## src/rtl/uart_receiver.sv

```systemverilog
// rtl/uart_receiver.sv - 8N1 UART receiver on the OS_RATE x baud clock.
// Optional 2-of-3 majority sampling is enabled by defining UART_RX_MAJORITY_EN.
module uart_receiver #(
  parameter int SYNC_STAGES = 2,
  parameter int OS_RATE     = 16
) (
  input  logic       clk_rf,
  input  logic       rst_rf,
  input  logic       rx_in,
  output logic [7:0] rx_data,
  output logic       rx_valid,
  output logic       frame_err,
  output logic       rx_busy
);

  localparam int CW  = $clog2(OS_RATE);
  localparam int MID = OS_RATE / 2 - 1;
`ifdef UART_RX_MAJORITY_EN
  localparam int MAJ = 1;
`else
  localparam int MAJ = 0;
`endif
  // Decisions land MAJ cycles after the nominal sample point; the bit counter wraps past OS_RATE-1.
  localparam logic [CW-1:0] START_PT   = CW'(MID + MAJ);
  localparam logic [CW-1:0] BIT_PT     = CW'(OS_RATE - 1 + MAJ);
  localparam logic [CW-1:0] DATA_ENTRY = CW'(MAJ);

  typedef enum logic [2:0] {IDLE, START, DATA, STOP, RECOVER} state_t;

  state_t                 state_q;
  logic [SYNC_STAGES-1:0] sync_q;
  logic [CW-1:0]          cnt_q;
  logic [2:0]             bit_cnt_q;
  logic [7:0]             shift_q;
  logic [7:0]             rx_data_q;
  logic                   rx_valid_q;
  logic                   frame_err_q;
  logic                   rx_s;
  logic                   sample;

  assign rx_s = sync_q[SYNC_STAGES-1];

  always_ff @(posedge clk_rf) begin
    if (rst_rf) sync_q <= '1;
    else        sync_q <= {sync_q[SYNC_STAGES-2:0], rx_in};
  end

`ifdef UART_RX_MAJORITY_EN
  // hist_q[0] holds rx_s from the nominal point, hist_q[1] from the cycle before it.
  logic [1:0] hist_q;

  always_ff @(posedge clk_rf) begin
    if (rst_rf) hist_q <= 2'b11;
    else        hist_q <= {hist_q[0], rx_s};
  end

  assign sample = (hist_q[1] & hist_q[0]) | (hist_q[1] & rx_s) | (hist_q[0] & rx_s);
`else
  assign sample = rx_s;
`endif

  always_ff @(posedge clk_rf) begin
    if (rst_rf) begin
      state_q     <= IDLE;
      cnt_q       <= '0;
      bit_cnt_q   <= '0;
      shift_q     <= '0;
      rx_data_q   <= '0;
      rx_valid_q  <= 1'b0;
      frame_err_q <= 1'b0;
    end else begin
      rx_valid_q  <= 1'b0;
      frame_err_q <= 1'b0;
      unique case (state_q)
        IDLE: begin
          if (!rx_s) begin
            state_q <= START;
            cnt_q   <= '0;
          end
        end
        START: begin
          cnt_q <= cnt_q + 1'b1;
          if (cnt_q == START_PT) begin
            if (!sample) begin
              state_q   <= DATA;
              cnt_q     <= DATA_ENTRY;
              bit_cnt_q <= '0;
            end else begin
              state_q <= IDLE;
            end
          end
        end
        DATA: begin
          cnt_q <= cnt_q + 1'b1;
          if (cnt_q == BIT_PT) begin
            shift_q   <= {sample, shift_q[7:1]};
            bit_cnt_q <= bit_cnt_q + 3'd1;
            if (bit_cnt_q == 3'd7) state_q <= STOP;
          end
        end
        STOP: begin
          cnt_q <= cnt_q + 1'b1;
          if (cnt_q == BIT_PT) begin
            if (sample) begin
              rx_data_q  <= shift_q;
              rx_valid_q <= 1'b1;
              state_q    <= IDLE;
            end else begin
              frame_err_q <= 1'b1;
              state_q     <= RECOVER;
            end
          end
        end
        // Hold off re-arming until the line is released, so a break does not retrigger.
        RECOVER: begin
          if (rx_s) state_q <= IDLE;
        end
        default: state_q <= IDLE;
      endcase
    end
  end

  assign rx_data   = rx_data_q;
  assign rx_valid  = rx_valid_q;
  assign frame_err = frame_err_q;
  assign rx_busy   = (state_q != IDLE);

endmodule

```

## config.mk

```make
export PLATFORM = sky130hd
export DESIGN_NAME = uart_receiver
export DESIGN_NICKNAME = d
export VERILOG_FILES = /design/src/rtl/uart_receiver.sv
export SDC_FILE = /design/constraint.sdc
export NUM_CORES = 1
export LEC_CHECK = 0
export CAP_MARGIN = 10
export CORE_MARGIN = 3
export CORE_UTILIZATION = 54
export DETAILED_ROUTE_END_ITERATION = 16
export GPL_ROUTABILITY_DRIVEN = 0
export PLACE_DENSITY = 0.77
export SYNTH_ARGS = -nofsm -noshare
export SYNTH_HDL_FRONTEND = slang
export SYNTH_SLANG_ARGS = --single-unit
```

## constraint.sdc

```tcl
create_clock -name clk_rf -period 4.32 [get_ports clk_rf]
set_clock_uncertainty 0.2 [all_clocks]
set_input_delay 0.648 -clock clk_rf [delete_from_list [all_inputs] [get_ports clk_rf]]
set_output_delay 0.648 -clock clk_rf [all_outputs]
set_load 0.01 [all_outputs]
```

==> impl_metrics.csv <==
group,metric,value,unit
drt,drt_wl_cell,12.8,um
die,fp.dieW,54.8,um
clock_tree,clock_insertion_delay_worst_skew,320,ps
sta,setup-tns-final,0,ps
clock_tree,resized_after_cts,0,
die,core_region_area,2230,sq um
clock_tree,postCtsSetupBuffers,0,
drt,via_per_inst,5.51,
critical_path,worst_setup_path_start_kind,"flip-flop",
drt,detail_route.wirelength,2150,um
pwr,pwr-share-clk,31.6,%
clock_tree,cts_root_buffer,"clkbuf_4",
sta,max_freq,408,MHz
global_routing,grt_max_degree,32,
drt,first_iter_violations,10,
sta,grt_setup_unrepaired,"no",
place,io_buffers,13,
logic_synthesis,synth_largest_type_area_fraction,46.7,%
global_routing,antenna_found_initial,0,
pwr,power.share.combinational,12.7,%
critical_path,critical_path_peak_fanout,12,
flow_run,drv.max_cap_violation_count,0,
logic_synthesis,synth-adder-area-share,2.92,%
logic_synthesis,ys.warnings.count,0,
drt,drt.antenna.violating_nets,0,
global_routing,grt_use_total,17.4,%
die,ios,14,
logic_synthesis,seq_area_frac_synth,46.7,%
pwr,power-per-cell-area,373,nW/um^2
finish,fillCellCount,194,
clock_tree,cts.sink_count,30,
clock_tree,cts_buffer_depth,2,
pwr,power_switching,136,uW
finish,finalNetCount,145,
die,die_height,54.8,um
logic_synthesis,syn-mean-instance-area,9.88,sq um
pwr,p_int,400,uW
critical_path,critPathMaxStageDelay,480,ps
critical_path,crit_required,3470,ps
global_routing,gr-total-overflow,0,
clock_tree,cts_max_level,2,
finish,diodes,0,
die,rows,17,
die,initial_utilization,57.5,%
global_routing,wire_length_of_the_first_global_routing_pass,3560,um
clock_tree,cts_hold_repair.buffers,0,
logic_synthesis,number_of_synthesized_register_bits,30,
place,detailedPlacementHpwl,1400,um
logic_synthesis,muxShareOfSynthArea,16.0,%
critical_path,timing.critical_path.buf_inv,1,
sta,worstMarginPinSlew,1040,ps
clock_tree,clkTransAtPathRegs,90,ps
drt,detail_route.first_pass.iterations,6,
hold_path,hold_path.class,"reg -> reg",
logic_synthesis,synth_top_family_by_area,"simple AND/OR/NAND/NOR gates",
critical_path,crit_chain,"or3_1, clkdlybuf4s50_1",
sta,final_period_minus_worst_setup_slack,2450,ps
pwr,power.share.switching,25.3,%
drt,drc,0,
die,die-area,3000,sq um
logic_synthesis,synth-compound-area-share,9.06,%
drt,num_vias,925,
logic_synthesis,synth_top_cell_by_area,"dfxtp_1",
pwr,power.leakage,0.583,nW
critical_path,critPathSlowestCell,"clkdlybuf4s50_1",
critical_path,cpLargestDelayFamily,"buffers and inverters",
logic_synthesis,yosysUniqueCellTypes,34,
pwr,seqPwrFrac,55.6,%
sta,finalCritPeriodShare,56.7,%
sta,slew_viol_final,0,
critical_path,ws_path_type,"reg -> out",
logic_synthesis,synth_area_leaders,"dfxtp_1, mux2i_1, nor2_1",
pwr,ir_drop,0.319,mV
place,pre_cts_ws,1780,ps
logic_synthesis,netlist_instances,130,
clock_tree,cts_buffers,5,
critical_path,arrival,1600,ps
logic_synthesis,yosys.area_share.xor_xnor,0.682,%
sta,final_critical_path_setup_slack,1870,ps
logic_synthesis,synth_fp_nets,136,
critical_path,end_kind,"output pin",
sta,setup_violations,0,
sta,timing.slew.headroom,30.4,%
finish,syn_to_final_growth,11.8,%
finish,ratio_of_cells_with_drive_above_1_in_the_final_layout,9.29,%
clock_tree,cts_tree,"built",
outcome,status,"finished clean",
logic_synthesis,simple_gate_share_of_the_synthesized_area,18.0,%
global_routing,first_global_vias,827,
logic_synthesis,syn-cell-area,1280,sq um
sta,finalHoldViolCount,0,
synth_stat cells (all sizes together):
cell and count:
a22oi 4, a21o 1, or2 2, nor3b 1, nor2 29, a211o 1, o221ai 1, dfxtp 30
nand2 3, a32oi 1, inv 3, ha 3, buf 7, clkbuf 4, and3 1, a41oi 1
mux2 1, nor4 1, and2 1, nand3 3, a2bb2oi 1, a311oi 1, o21ai 1, nor4b 1
or3 1, and3b 2, mux2i 19, nand3b 1, nor3 3, xnor2 1, a211oi 1
final cells by class:
| cell class | instances | area (sq um) | share of cell area (%) |
|---|---|---|---|
| Timing Repair Buffer | 13 | 130 | 9.06 |
| Clock buffer | 7 | 55.1 | 3.83 |
| Sequential cell | 30 | 601 | 41.8 |
| Tap cell | 28 | 35.0 | 2.44 |
| Multi-Input combinational cell | 86 | 599 | 41.7 |
| Inverter | 3 | 11.3 | 0.784 |
| Clock inverter | 1 | 5.00 | 0.348 |
power groups by stage:
stage / sequential (mW) / combinational [mW] / clock [mW]
after floorplan: 0.294 / 0.0652 / 0
after global placement: 0.303 / 0.0668 / 0
after detailed placement: 0.304 / 0.0688 / 0
after CTS: 0.298 / 0.0692 / 0.176
after global routing: 0.300 / 0.0753 / 0.187
final: 0.298 / 0.0683 / 0.170
state kept, by name (all words and copies together), names as in the netlist:
signal / cells
bit_cnt_q: 3
cnt_q: 4
frame_err: 1
rx_data: 8
rx_valid: 1
shift_q: 8
state_q: 3
sync_q: 2
through the flow:
step | utilization, % | instances | hold WS (ps) | cell area (sq um) | power [mW]
after floorplan | - | 130 | 189 | 1280 | 0.360
after global placement | 61.6 | 160 | 202 | 1380 | 0.370
after detailed placement | 61.6 | 160 | 196 | 1380 | 0.373
after CTS | 64.3 | 168 | 226 | 1440 | 0.543
after global routing | 64.3 | 168 | 231 | 1440 | 0.562
final | 64.3 | 168 | 222 | 1440 | 0.536
per-layer routing:
metal,up-vias,wire length (um),GRT usage [%],share of wire [%]
li1,467,-,-,-
met1,440,1010,20.4,47
met2,16,1010,25.6,47
met3,2,106,8.99,4.9
met4,0,23,8.71,1.1
met5,-,0,0,0
cells in the final DEF (no fill, tap or decap):
cell type and n:
dfxtp_1 30, nor2_1 29, mux2i_1 19, clkdlybuf4s50_1 13, clkbuf_4 5, a22oi_1 4
nor3_1 3, inv_1 3, nand3_1 3, nand2_1 3, ha_1 3, or2_2 2
and3b_1 2, or3_1 1, a211o_1 1, nand3b_1 1, nor3b_1 1, a32oi_2 1
o221ai_2 1, mux2_4 1, a21o_1 1, a2bb2oi_1 1, a311oi_1 1, and2_4 1
and3_1 1, a211oi_1 1, xnor2_1 1, nor4b_1 1, o21ai_0 1, a41oi_1 1
nor4_1 1, clkbuf_8 1, clkbuf_1 1, clkinv_2 1
logic make-up after synthesis:
group,after synthesis
AND/OR/NAND/NOR,49
multiplexers,20
XOR/XNOR,1
adder cells (fa/ha/maj),3
buffers and inverters,14
AO/OA/AOI/OAI,13
flip-flops,30
worst paths after layout:
kind	depth (start not counted)	slack (ps)	start	end
worst min-delay path	1	220	sync_q[0]	sync_q[1]
worst max-delay path	2	1870	state_q[2]	rx_busy
worst min register to register	1	220	sync_q[0]	sync_q[1]
worst max register to register	5	2270	cnt_q[0]	rx_data[1]
Power figures use the tool's default switching activity.
